===== src/rtl/cw310_reg_host_bridge_if.sv =====
// Signal bundle between the host byte streams, the bridge, and the CW310 register responders.
// The master modport is the bridge side; the slave modport is the host/responder side.
interface cw310_reg_host_bridge_if #(
  parameter int unsigned pADDR_WIDTH   = 21,
  parameter int unsigned pBYTECNT_SIZE = 7
);
  logic [7:0]                           rx_data;
  logic                                 rx_valid;
  logic                                 rx_ready;
  logic [7:0]                           tx_data;
  logic                                 tx_valid;
  logic                                 tx_ready;
  logic [pADDR_WIDTH-pBYTECNT_SIZE-1:0] reg_address;
  logic [pBYTECNT_SIZE-1:0]             reg_bytecnt;
  logic [7:0]                           write_data;
  logic [7:0]                           read_data;
  logic                                 reg_addrvalid;
  logic                                 reg_write;
  logic                                 reg_read;
  logic                                 busy;
  logic                                 timeout_err;
  logic                                 clear_err;

  modport master (
    input  rx_data, rx_valid, tx_ready, read_data, clear_err,
    output rx_ready, tx_data, tx_valid, reg_address, reg_bytecnt, write_data,
    output reg_addrvalid, reg_write, reg_read, busy, timeout_err
  );

  modport slave (
    output rx_data, rx_valid, tx_ready, read_data, clear_err,
    input  rx_ready, tx_data, tx_valid, reg_address, reg_bytecnt, write_data,
    input  reg_addrvalid, reg_write, reg_read, busy, timeout_err
  );
endinterface


===== src/rtl/cw310_reg_host_bridge.sv =====
// Host byte stream to CW310 register bus initiator: CMD, ADDR_LO, ADDR_HI, [data...] packets
// become write strobes or read requests whose results stream back on tx.
module cw310_reg_host_bridge #(
  parameter int unsigned pADDR_WIDTH   = 21,
  parameter int unsigned pBYTECNT_SIZE = 7,
  parameter int unsigned pTIMEOUT      = 65535
) (
  input logic                     usb_clk,
  input logic                     reset_n,
  cw310_reg_host_bridge_if.master bus
);

  localparam int unsigned AW = pADDR_WIDTH - pBYTECNT_SIZE;
  localparam int unsigned BW = pBYTECNT_SIZE;
  localparam int unsigned TW = $clog2(pTIMEOUT + 1);

  typedef enum logic [2:0] {
    StIdle,
    StAddrLo,
    StAddrHi,
    StWrData,
    StWrStrobe,
    StRdReq,
    StRdCap,
    StRdSend
  } state_e;

  state_e state_q, state_d;

  logic          wr_q, wr_d;
  logic [6:0]    len_q, len_d;
  logic [6:0]    idx_q, idx_d;
  logic [7:0]    addr_lo_q, addr_lo_d;
  logic [TW-1:0] tmo_cnt_q, tmo_cnt_d;

  logic [7:0]    tx_data_q, tx_data_d;
  logic          tx_valid_q, tx_valid_d;
  logic [AW-1:0] reg_address_q, reg_address_d;
  logic [BW-1:0] reg_bytecnt_q, reg_bytecnt_d;
  logic [7:0]    write_data_q, write_data_d;
  logic          reg_addrvalid_q, reg_addrvalid_d;
  logic          reg_write_q, reg_write_d;
  logic          reg_read_q, reg_read_d;
  logic          busy_q, busy_d;
  logic          timeout_err_q, timeout_err_d;

  logic rx_ready;
  logic rx_fire;
  logic tx_fire;
  logic counting;
  logic tmo_hit;

  always_comb begin
    rx_ready = (state_q == StIdle) || (state_q == StAddrLo) ||
               (state_q == StAddrHi) || (state_q == StWrData);
    rx_fire  = rx_ready & bus.rx_valid;
    tx_fire  = (state_q == StRdSend) & bus.tx_ready;
    counting = (state_q == StAddrLo) || (state_q == StAddrHi) || (state_q == StWrData);
  end

  always_comb begin
    state_d       = state_q;
    wr_d          = wr_q;
    len_d         = len_q;
    idx_d         = idx_q;
    addr_lo_d     = addr_lo_q;
    reg_address_d = reg_address_q;
    write_data_d  = write_data_q;
    tx_data_d     = tx_data_q;
    tmo_cnt_d     = '0;
    tmo_hit       = 1'b0;

    // Idle gap counter; any accepted byte or non-counting state keeps it at zero.
    if (counting && !rx_fire) begin
      if (tmo_cnt_q == TW'(pTIMEOUT - 1)) begin
        tmo_hit = 1'b1;
      end else begin
        tmo_cnt_d = tmo_cnt_q + 1'b1;
      end
    end

    unique case (state_q)
      StIdle: begin
        if (rx_fire) begin
          wr_d    = bus.rx_data[7];
          len_d   = bus.rx_data[6:0];
          state_d = StAddrLo;
        end
      end
      StAddrLo: begin
        if (rx_fire) begin
          addr_lo_d = bus.rx_data;
          state_d   = StAddrHi;
        end else if (tmo_hit) begin
          state_d = StIdle;
        end
      end
      StAddrHi: begin
        if (rx_fire) begin
          // Upper address bits beyond the bus width are dropped.
          reg_address_d = AW'({bus.rx_data, addr_lo_q});
          idx_d         = '0;
          state_d       = wr_q ? StWrData : StRdReq;
        end else if (tmo_hit) begin
          state_d = StIdle;
        end
      end
      StWrData: begin
        if (rx_fire) begin
          write_data_d = bus.rx_data;
          state_d      = StWrStrobe;
        end else if (tmo_hit) begin
          state_d = StIdle;
        end
      end
      StWrStrobe: begin
        if (idx_q == len_q) begin
          state_d = StIdle;
        end else begin
          idx_d   = idx_q + 1'b1;
          state_d = StWrData;
        end
      end
      StRdReq: begin
        state_d = StRdCap;
      end
      StRdCap: begin
        tx_data_d = bus.read_data;
        state_d   = StRdSend;
      end
      StRdSend: begin
        if (tx_fire) begin
          if (idx_q == len_q) begin
            state_d = StIdle;
          end else begin
            idx_d   = idx_q + 1'b1;
            state_d = StRdReq;
          end
        end
      end
      default: begin
        state_d = StIdle;
      end
    endcase

    // Strobes are registered, so they are decoded from the state being entered.
    reg_write_d     = (state_d == StWrStrobe);
    reg_read_d      = (state_d == StRdReq) || (state_d == StRdCap);
    reg_addrvalid_d = reg_write_d || reg_read_d;
    tx_valid_d      = (state_d == StRdSend);
    busy_d          = (state_d != StIdle);
    reg_bytecnt_d   = BW'(idx_d);

    if (tmo_hit) begin
      timeout_err_d = 1'b1;
    end else if (bus.clear_err) begin
      timeout_err_d = 1'b0;
    end else begin
      timeout_err_d = timeout_err_q;
    end
  end

  always_ff @(posedge usb_clk or negedge reset_n) begin
    if (!reset_n) begin
      state_q         <= StIdle;
      wr_q            <= 1'b0;
      len_q           <= '0;
      idx_q           <= '0;
      addr_lo_q       <= '0;
      tmo_cnt_q       <= '0;
      tx_data_q       <= '0;
      tx_valid_q      <= 1'b0;
      reg_address_q   <= '0;
      reg_bytecnt_q   <= '0;
      write_data_q    <= '0;
      reg_addrvalid_q <= 1'b0;
      reg_write_q     <= 1'b0;
      reg_read_q      <= 1'b0;
      busy_q          <= 1'b0;
      timeout_err_q   <= 1'b0;
    end else begin
      state_q         <= state_d;
      wr_q            <= wr_d;
      len_q           <= len_d;
      idx_q           <= idx_d;
      addr_lo_q       <= addr_lo_d;
      tmo_cnt_q       <= tmo_cnt_d;
      tx_data_q       <= tx_data_d;
      tx_valid_q      <= tx_valid_d;
      reg_address_q   <= reg_address_d;
      reg_bytecnt_q   <= reg_bytecnt_d;
      write_data_q    <= write_data_d;
      reg_addrvalid_q <= reg_addrvalid_d;
      reg_write_q     <= reg_write_d;
      reg_read_q      <= reg_read_d;
      busy_q          <= busy_d;
      timeout_err_q   <= timeout_err_d;
    end
  end

  assign bus.rx_ready      = rx_ready;
  assign bus.tx_data       = tx_data_q;
  assign bus.tx_valid      = tx_valid_q;
  assign bus.reg_address   = reg_address_q;
  assign bus.reg_bytecnt   = reg_bytecnt_q;
  assign bus.write_data    = write_data_q;
  assign bus.reg_addrvalid = reg_addrvalid_q;
  assign bus.reg_write     = reg_write_q;
  assign bus.reg_read      = reg_read_q;
  assign bus.busy          = busy_q;
  assign bus.timeout_err   = timeout_err_q;

endmodule


===== src/flat_wrapper.sv =====
// flat-port wrapper written by rule: the top's interface ports become plain ports
module cw310_reg_host_bridge_flat 
#(
  parameter int unsigned pADDR_WIDTH   = 21,
  parameter int unsigned pBYTECNT_SIZE = 7,
  parameter int unsigned pTIMEOUT      = 65535
)
  (usb_clk, reset_n, bus_rx_data, bus_rx_valid, bus_tx_ready, bus_read_data, bus_clear_err, bus_rx_ready, bus_tx_data, bus_tx_valid, bus_reg_address, bus_reg_bytecnt, bus_write_data, bus_reg_addrvalid, bus_reg_write, bus_reg_read, bus_busy, bus_timeout_err);
  cw310_reg_host_bridge_if #(.pADDR_WIDTH(pADDR_WIDTH), .pBYTECNT_SIZE(pBYTECNT_SIZE)) bus_i ();
  input logic usb_clk;
  input logic reset_n;
  input wire logic [$bits(bus_i.rx_data)-1:0] bus_rx_data;
  input wire logic [$bits(bus_i.rx_valid)-1:0] bus_rx_valid;
  input wire logic [$bits(bus_i.tx_ready)-1:0] bus_tx_ready;
  input wire logic [$bits(bus_i.read_data)-1:0] bus_read_data;
  input wire logic [$bits(bus_i.clear_err)-1:0] bus_clear_err;
  output wire logic [$bits(bus_i.rx_ready)-1:0] bus_rx_ready;
  output wire logic [$bits(bus_i.tx_data)-1:0] bus_tx_data;
  output wire logic [$bits(bus_i.tx_valid)-1:0] bus_tx_valid;
  output wire logic [$bits(bus_i.reg_address)-1:0] bus_reg_address;
  output wire logic [$bits(bus_i.reg_bytecnt)-1:0] bus_reg_bytecnt;
  output wire logic [$bits(bus_i.write_data)-1:0] bus_write_data;
  output wire logic [$bits(bus_i.reg_addrvalid)-1:0] bus_reg_addrvalid;
  output wire logic [$bits(bus_i.reg_write)-1:0] bus_reg_write;
  output wire logic [$bits(bus_i.reg_read)-1:0] bus_reg_read;
  output wire logic [$bits(bus_i.busy)-1:0] bus_busy;
  output wire logic [$bits(bus_i.timeout_err)-1:0] bus_timeout_err;
  assign bus_i.rx_data = bus_rx_data;
  assign bus_i.rx_valid = bus_rx_valid;
  assign bus_i.tx_ready = bus_tx_ready;
  assign bus_i.read_data = bus_read_data;
  assign bus_i.clear_err = bus_clear_err;
  assign bus_rx_ready = bus_i.rx_ready;
  assign bus_tx_data = bus_i.tx_data;
  assign bus_tx_valid = bus_i.tx_valid;
  assign bus_reg_address = bus_i.reg_address;
  assign bus_reg_bytecnt = bus_i.reg_bytecnt;
  assign bus_write_data = bus_i.write_data;
  assign bus_reg_addrvalid = bus_i.reg_addrvalid;
  assign bus_reg_write = bus_i.reg_write;
  assign bus_reg_read = bus_i.reg_read;
  assign bus_busy = bus_i.busy;
  assign bus_timeout_err = bus_i.timeout_err;
  cw310_reg_host_bridge #(.pADDR_WIDTH(pADDR_WIDTH), .pBYTECNT_SIZE(pBYTECNT_SIZE), .pTIMEOUT(pTIMEOUT)) u_core (.usb_clk(usb_clk), .reset_n(reset_n), .bus(bus_i));
endmodule

===== config.mk =====
export PLATFORM = sky130hd
export DESIGN_NAME = cw310_reg_host_bridge_flat
export DESIGN_NICKNAME = d
export VERILOG_FILES = /design/src/rtl/cw310_reg_host_bridge_if.sv /design/src/rtl/cw310_reg_host_bridge.sv /design/src/flat_wrapper.sv
export SDC_FILE = /design/constraint.sdc
export NUM_CORES = 1
export LEC_CHECK = 0
export CORE_MARGIN = 4
export CORE_UTILIZATION = 65
export CTS_BUF_LIST = sky130_fd_sc_hd__clkbuf_4
export CTS_CLUSTER_DIAMETER = 50
export DETAILED_ROUTE_END_ITERATION = 12
export DONT_BUFFER_PORTS = 1
export PLACE_DENSITY = 0.88
export SLEW_MARGIN = 20
export SYNTH_ARGS = -nofsm -noshare
export SYNTH_HDL_FRONTEND = slang
export SYNTH_SLANG_ARGS = --single-unit

===== constraint.sdc =====
create_clock -name usb_clk -period 2.5 [get_ports usb_clk]
set_input_delay 0.375 -clock usb_clk [delete_from_list [all_inputs] [get_ports usb_clk]]
set_output_delay 0.375 -clock usb_clk [all_outputs]
set_load 0.1 [all_outputs]

# == Word-level counts from Yosys, hierarchy flattened ==
# Index checks and enable logic that the tools add are counted.
# op_classes
add_sub_neg,2
n_eq_ne,15
mux,20
n_bitwise,2
reduce_logical,18
# op_table
cell,count
$mux W16,2
$eq A3 B3 Y1 const B,8
$mux W3,8
$pmux W3 S8,1
$mux W7,3
$pmux W7 S3,1
$add A16 B1 Y16 const B,1
$eq A16 B16 Y1 const B,1
$reduce_and A2 Y1,4
$add A7 B1 Y7 const B,1
$eq A7 B7 Y1,1
$logic_or A1 B1 Y1,7
$eq A3 B2 Y1 const B,2
$reduce_bool A3 Y1,2
$mux W1,4
$ne A2 B1 Y1 const B,2
$eq A3 B1 Y1 const B,1
$logic_not A3 Y1,1
$reduce_and A3 Y1,1
$and A1 B1 Y1,2
$mux W2,1
$reduce_bool A2 Y1,1
$logic_and A1 B1 Y1,1
$logic_not A1 Y1,1
# word_totals
regBits,78
input_bits,21
out_inout_bits,44
elab_cells,72

# == Logic depth before layout (Yosys ltp) ==
# Gate-level depths: netlist of run 1.
# logic_depth
depth_word,14
ltp_mapped,8
ltp_nobuf,8

# == Worst setup path before layout of run 1 ==
# Ideal clock, no wire load.
# synth_path
path_kind,reg2reg
from,register u_core.idx_q[6]
to,"register u_core.busy_q, in the netlist u_core.bus.busy"
setup_ps,131
arrival_time_ps,2307
required_ps,2369
path_slack_ps,62
stages_incl_launch_ff,7
synth_period_minus_slack_ps,2438
path_cell_list,dfrtp_1 xor2_1 nor4_2 nand3_1 o311ai_2 inv_2 or3_1
# synth_via
elab_chain_cells,5
word_cells_on_any_way,6
# synth_rtl
item,line_no,rtl
from (decl),cw310_reg_host_bridge.sv:32,"logic [6:0] idx_q, idx_d;"
from (signal assigned),cw310_reg_host_bridge.sv:185,idx_q <= idx_d;
$eq A7 B7 Y1,cw310_reg_host_bridge.sv:133,if (idx_q == len_q) begin
$mux W3,cw310_reg_host_bridge.sv:133,
$mux W3,cw310_reg_host_bridge.sv:132,if (tx_fire) begin
$pmux W3 S8,cw310_reg_host_bridge.sv:82,unique case (state_q)
via u_core.state_d[2],cw310_reg_host_bridge.sv:28,"state_e state_q, state_d;"
$reduce_bool A3 Y1,cw310_reg_host_bridge.sv:151,busy_d = (state_d != StIdle);
via u_core.busy_d,cw310_reg_host_bridge.sv:44,"logic busy_q, busy_d;"
to (signal assigned),cw310_reg_host_bridge.sv:196,busy_q <= busy_d;
to (decl),cw310_reg_host_bridge.sv:44,
# The timed path passes the listed nets, and every way through them passes these cells.
# A chain may end at the register's enable or synchronous reset.

# == Worst setup path in the final report of run 1 ==
# layout_path
from,register u_core.len_q[6]
to,"register u_core.busy_q, in the netlist u_core.bus.busy"
# layout_via
elab_chain_cells,5
word_cells_on_any_way,6
# layout_rtl
item,line_no,rtl
from (decl),cw310_reg_host_bridge.sv:31,"logic [6:0] len_q, len_d;"
from (signal assigned),cw310_reg_host_bridge.sv:184,len_q <= len_d;
$eq A7 B7 Y1,cw310_reg_host_bridge.sv:133,
$mux W3,cw310_reg_host_bridge.sv:133,
$mux W3,cw310_reg_host_bridge.sv:132,
$pmux W3 S8,cw310_reg_host_bridge.sv:82,
via u_core.state_d[2],cw310_reg_host_bridge.sv:28,
$reduce_bool A3 Y1,cw310_reg_host_bridge.sv:151,
via u_core.busy_d,cw310_reg_host_bridge.sv:44,
# The timed path passes the listed nets, and every way through them passes these cells.

==> results of run 1 <==
## cells by family after synthesis
kind of cell | count (synthesis) | share of synthesized area [%]
flip-flops | 78 | 57.2
adder cells (fa/ha/maj) | 3 | 1.10
multiplexers | 38 | 12.6
AND/OR/NAND/NOR | 106 | 16.2
buffers and inverters | 18 | 2.20
XOR/XNOR | 26 | 6.68
AO/OA/AOI/OAI | 22 | 4.00
## flip-flops by register name (all words and copies together), names as in the netlist
name,cells
u_core.bus.reg_write,1
u_core.bus.reg_address,14
u_core.tmo_cnt_q,16
u_core.idx_q,7
u_core.bus.busy,1
u_core.bus.tx_data,8
u_core.bus.reg_read,1
u_core.state_q,3
u_core.bus.write_data,8
u_core.len_q,7
u_core.wr_q,1
u_core.bus.reg_addrvalid,1
u_core.addr_lo_q,8
u_core.bus.tx_valid,1
u_core.bus.timeout_err,1
## worst min path at each step
| stage | to | slack [ns] | cells past startpoint |
|---|---|---|---|
| floorplan | u_core.addr_lo_q[0] | 0.08 | 0 |
| global placement | u_core.bus.tx_data[7] | 0.08 | 0 |
| detailed placement | u_core.bus.tx_data[7] | 0.08 | 0 |
| CTS | u_core.bus.tx_valid | 0.009 | 1 |
| global route | u_core.bus.tx_valid | 0.003 | 1 |
| finish | u_core.bus.tx_valid | 0.02 | 1 |
## routing by layer
| metal | vias up | share of wire [%] | GRT usage [%] |
|---|---|---|---|
| met5 | - | 0 | 0 |
| met1 | 1053 | 42 | 28.0 |
| met3 | 14 | 6.5 | 6.50 |
| li1 | 1023 | - | - |
| met4 | 0 | 1.9 | 9.29 |
| met2 | 70 | 50 | 35.6 |
## through the flow
| step | utilization (%) | setup WS (ns) | std cells | area [sq um] |
|---|---|---|---|---|
| global route | 72.5 | 0.329 | 381 | 3700 |
| CTS | 72.5 | 0.499 | 381 | 3700 |
| finish | 72.5 | 0.498 | 381 | 3700 |
| detailed placement | 69.2 | 0.520 | 363 | 3530 |
| floorplan | - | 0.0617 | 291 | 3410 |
| global placement | 69.2 | 0.579 | 363 | 3530 |
## worst max-delay path: stages (launching register included)
cell and delay (ns):
dfrtp_1 0.41, xor2_1 0.17, nor4_2 0.37, nand3_1 0.22, o311ai_2 0.36, inv_2 0.07
or3_1 0.30
## cell usage in the layout (no fill, tap or decap), types with 2 or more instances in the layout
cell        instances
dfrtp_1            78
nand2_1            38
mux2_2             30
nor2_1             27
xor2_1             22
nand3_1            17
buf_4              10
clkbuf_4            9
o21ai_0             8
mux2_1              8
inv_1               6
a21oi_1             6
xnor2_1             4
and2_1              4
nand4_1             4
clkinv_1            4
inv_2               3
ha_1                3
nand4_2             2
nor4_4              2
a31oi_1             2
and3_1              2
or3_1               2
and4_1              2
clkinvlp_4          2
## final cells by class
type | count | area [sq um] | share of cell area [%]
clock inverter | 7 | 65.1 | 1.76
inverter | 10 | 37.5 | 1.01
tap | 70 | 87.6 | 2.36
timing repair buffer | 12 | 113 | 3.04
sequential | 78 | 1950 | 52.7
multi-input combinational | 195 | 1380 | 37.3
clock buffer | 9 | 67.6 | 1.82
==> summary.md, run 1 <==
| Metric | Value |
|---|---|
| Post-synthesis area per instance | approximately 12 sq um |
| Longest Clk Path Bufs | 2 |
| TritonCTS Buffers | 9 |
| Area leader, netlist | dfrtp_1 |
| Critical path class | flop to flop |
| Largest fanout on the critical path | 3 |
| MaxCap Viol Count | 0 |
| H-tree Lvls | 3 |
| Total number of vias | roughly 2.2k |
| Latest clock arrival within the worst-skew pair | about 0.43 ns |
| EDFF count, synth | 0 |
| Yosys reg bits | 78 |
| Area delta synth->final | 8.66% |
| IO Pins | between 60 and 70 |
| Crit end category | flop |
| Synth area leaders | dfrtp_1 (57%), mux2_2 (9.9%), xor2_1 (5.7%) |
| Slew @ Worst Pin | about 0.93 ns |
| Final wirelength | ~6500 um |
| Final Hold Viols | 0 |
| Fin crit period | between 2 and 2.5 ns |
| Synth cell types | 36 |
| RSZ-0062 raised after global routing | no |
| Filler Cells Inserted | between 300 and 400 |
| Initial antenna violation count | 0 |
| Synth top area share | between 50% and 60% |
| Final slew viol count | 0 |
| Max Fclk | around 0.5 GHz |
| Via/cell ratio | around 5.7 |
| Post-Syn Area | 3410 sq um |
| Post-CTS resize count | 0 |
| Worst setup path endpoint | u_core.bus.busy |
| Ys flop type | dfrtp_1 |
| Worst min-delay path startpoint | bus_tx_ready |
| Hpwl dp | 4600 um |
| FF-to-FF setup slack | 0.50 ns |
| Core Region | 5110 sq um |
| Worst setup path startpoint | u_core.len_q[6] |
| Startpoint class of the critical path | flop |
| DRC | 0 |
| GRT Overall Usage | between 20 and 25% |
| Final GP Congestion | about 0.92 |
| Initial Utilization | ~67% |
| Dominant cell by count in the synthesized netlist | dfrtp_1 |
| Crit path required time | about 2.8 ns |
| Register area share after synthesis | a little under three fifths |
| Root Driver | clkbuf_4 |
| Reg clk slew, reported paths | roughly 0.13 ns |
| Period utilization | around four fifths |
| Slew headroom | 38.3% |
| Layout cells sized above 1 | a little over a fifth |
| Final TNS setup | 0 ns |
| Die Wd | a little over 80 um |
| Synth cell count leaders | dfrtp_1 (78), nand2_1 (38), mux2_2 (30) |
| Die H | between 80 and 90 um |
| Crit Reg-Reg Endpoint | u_core.bus.busy |
| Placement Rows | 26 |
| First-pass GRT wire length | 10600 um |
| Setup bufs post-CTS | 0 |
| Detailed router's first-iteration violation count | about 110 |
| Die ar. | approximately 6500 sq um |
| Minimum hold slack | 0.0236 ns |
| Hold Path Class | primary input to flop |
| Port bufs | 0 |
| Worst Path Arrival | 2.32 ns |
| Vias in the first global route | about 2.2k |
| Largest net degree at the start of global routing | 79 |
| Grt total ovfl | 0 |
| Worst reg2reg startpoint | u_core.len_q[6] |
| Setup violations, final | 0 |
| Yosys warns | 0 |
| Clk_skew | between 0.009 and 0.01 ns |
| Status | completed |
| Initial DRT Pass Iterations | 4 |
| CTS tree | yes |
| Sink Count | 78 |
| Final Net Count | 330 |
| Worst reg2reg path depth | 6 |
| Ant. Diodes | 0 |
| Hold_buf cts | 2 |
| Routed wire length per instance | about 17 um |
| Synth Instances | approximately 290 |
| Async SR Flop Fraction | 100% |
| Syn Nets | around 320 |
| Antenna Nets Post-Route | 0 |
Power of run 1 is left out: the tool's default activity adds up to more than one toggle a clock period on the data nets, which glitch-free logic cannot reach.
==> run 2, diff against run 1 <==
==> constraint.sdc (replaced) <==
create_clock -name usb_clk -period 1.85 [get_ports usb_clk]
set_input_delay 0.2775 -clock usb_clk [delete_from_list [all_inputs] [get_ports usb_clk]]
set_output_delay 0.2775 -clock usb_clk [all_outputs]
set_load 0.1 [all_outputs]
==> summary.md, run 2 (same netlist as run 1, synthesis figures left out) <==
| Metric | Value |
|---|---|
| Crit path required time | 2.17 ns (was 2.82 ns) |
| Crit Reg-Reg Endpoint | u_core.bus.busy (unchanged) |
| Via/cell ratio | 5.87 (was 5.67) |
| Hpwl dp | 4900 um (was 4600 um) |
| Final non-filler cell total | 444 (was 381) |
| Setup violations, final | 3 (was 0) |
| Final GP Congestion | 0.933 (was 0.923) |
| Port bufs | 0 (unchanged) |
| Minimum hold slack | -0.480 ns (was 0.0236 ns) |
| Most common cell after layout, fill and taps aside | dfrtp_1 (unchanged) |
| Clk_skew | 0.0225 ns (was 0.00981 ns) |
| Final TNS setup | -0.363 ns (was 0 ns) |
| Period utilization | 109% (was 80.1%) |
| Placement Rows | 26 (unchanged) |
| Final worst slack | -0.163 ns (was 0.498 ns) |
| Routed wire length per instance | 19.8 um (was 17.1 um) |
| Violated checks | negative hold slack, negative setup slack |
| DRC | 0 (unchanged) |
| Final Net Count | 392 (was 330) |
| Largest fanout on the critical path | 4 (was 3) |
| Worst reg2reg path depth | 5 (was 6) |
| IO Pins | 65 (unchanged) |
| Finished Core Util | 83.5% (was 72.5%) |
| Die ar. | 6470 sq um (unchanged) |
| Sink Count | 78 (unchanged) |
| H-tree Lvls | 3 (unchanged) |
| Worst Setup Slack post-DPL | -0.139 ns (was 0.520 ns) |
| Critical path class | flop to flop (unchanged) |
| Commonest non-fill, non-tap cells in the layout | dfrtp_1 (70), buf_4 (53), nand2_1 (38) (was dfrtp_1 (78), nand2_1 (38), mux2_2 (30)) |
| FF-to-FF setup slack | -0.16 ns (was 0.50 ns) |
| Longest Clk Path Bufs | 2 (unchanged) |
| Die Wd | 80.4 um (unchanged) |
| Status | complete, but fails checks (was completed) |
| Reg clk slew, reported paths | 0.14 ns (was 0.13 ns) |
| Worst reg2reg startpoint | u_core.idx_q[1] (was u_core.len_q[6]) |
| Vias in the first global route | 2716 (was 2191) |
| Biggest register | u_core.tmo_cnt_q (unchanged) |
| Final wirelength | 8770 um (was 6520 um) |
| Initial DRT Pass Iterations | 6 (was 4) |
| Slew @ Worst Pin | 0.918 ns (was 0.926 ns) |
| Max Fclk | 0.497 GHz (was 0.500 GHz) |
| Initial antenna violation count | 0 (unchanged) |
| TritonCTS Buffers | 9 (unchanged) |
| Number of flip-flops in the largest register | 16 (unchanged) |
| Total number of vias | 2608 (was 2160) |
| Crit end category | flop (unchanged) |
| GRT Overall Usage | 29.1% (was 22.1%) |
| Final slew viol count | 0 (unchanged) |
| Die H | 80.4 um (unchanged) |
| MaxCap Viol Count | 0 (unchanged) |
| Fin crit period | 2.01 ns (was 2.00 ns) |
| First-pass GRT wire length | 13700 um (was 10600 um) |
| Startpoint class of the critical path | flop (unchanged) |
| Initial Utilization | 66.8% (unchanged) |
| Antenna Nets Post-Route | 0 (unchanged) |
| RSZ-0062 raised after global routing | yes (was no) |
| Area delta synth->final | 25.1% (was 8.66%) |
| Worst Path Arrival | 2.33 ns (was 2.32 ns) |
| Final Hold Viols | 78 (was 0) |
| Cells after DPL | 404 (was 363) |
| Latest clock arrival within the worst-skew pair | 0.42 ns (was 0.43 ns) |
| Slew headroom | 38.8% (was 38.3%) |
| Core Region | 5110 sq um (unchanged) |
| Largest net degree at the start of global routing | 79 (unchanged) |
| Hold Path Class | primary input to async pin (was primary input to flop) |
| CTS tree | yes (unchanged) |
| Layout cells sized above 1 | 33.5% (was 21.2%) |
| Detailed router's first-iteration violation count | 184 (was 108) |
| Grt total ovfl | 0 (unchanged) |
| Root Driver | clkbuf_4 (unchanged) |
-- run 2: cell types whose count changed in the layout (fill, tap and decap cells not counted), moves of 2 or more --
cell / before / now
dfrtp_1: 78 / 70
dfrtp_2: 0 / 5
clkinv_1: 4 / 2
nand3_1: 17 / 15
dfrtp_4: 0 / 3
clkinv_4: 1 / 3
nand3_2: 0 / 2
dlygate4sd3_1: 1 / 19
buf_4: 10 / 53
-- run 2: final cells by class --
type | count | area (sq um)
diodes | 1 | 2.50
clock buffers | 10 | 75.1
clock inverters | 6 | 46.3
fillers | 251 | 841
inverters | 10 | 37.5
multi-input cells | 195 | 1430
flip-flops and latches | 78 | 1970
well taps | 70 | 87.6
repair buffers | 74 | 619
-- run 2: worst max path at each step --
| stage | from | endpoint | cells past startpoint |
|---|---|---|---|
| 5_1_grt | u_core.idx_q[1] | u_core.bus.busy | 6 |
| 6_report | u_core.idx_q[1] | u_core.bus.busy | 5 |
| 3_3_place_gp | u_core.idx_q[1] | u_core.bus.busy | 6 |
| 3_5_place_dp | u_core.idx_q[1] | u_core.bus.busy | 6 |
| 4_1_cts | u_core.idx_q[1] | u_core.bus.busy | 5 |
| 2_1_floorplan | u_core.idx_q[1] | u_core.bus.busy | 6 |
-- run 2: timing repair --
item	CTS	global route
buffers inserted	1	3
gates cloned	0	0
gates resized for setup	4	6
setup endpoints to repair	4	21
hold buffers	17	2
hold endpoints to repair	116	80
pin swaps	0	1
-- run 2: worst max-delay path, cell delays in order, from the launching register on --
cell and delay [ns]:
dfrtp_4 0.51, xor2_2 0.16, nor4_4 0.35, a21oi_1 0.16
a211o_1 0.33, or3_1 0.39
-- run 2: per-layer routing --
| metal | global-route usage, % | up-vias | wire length [um] |
|---|---|---|---|
| met5 | 0 | - | 0 |
| met4 | 14.9 | 0 | 333 |
| met3 | 9.53 | 35 | 672 |
| met2 | 48.1 | 138 | 4570 |
| met1 | 33.7 | 1287 | 3190 |
| li1 | - | 1148 | - |
-- run 2: per-stage QoR --
step	instance area (sq um)	hold slack (ns)
2_1_floorplan	3430	-0.0181
5_1_grt	4260	-0.538
4_1_cts	4200	-0.498
3_5_place_dp	3870	-0.0168
6_report	4270	-0.480
3_3_place_gp	3870	-0.0166
Power of run 2 is left out for the same reason.
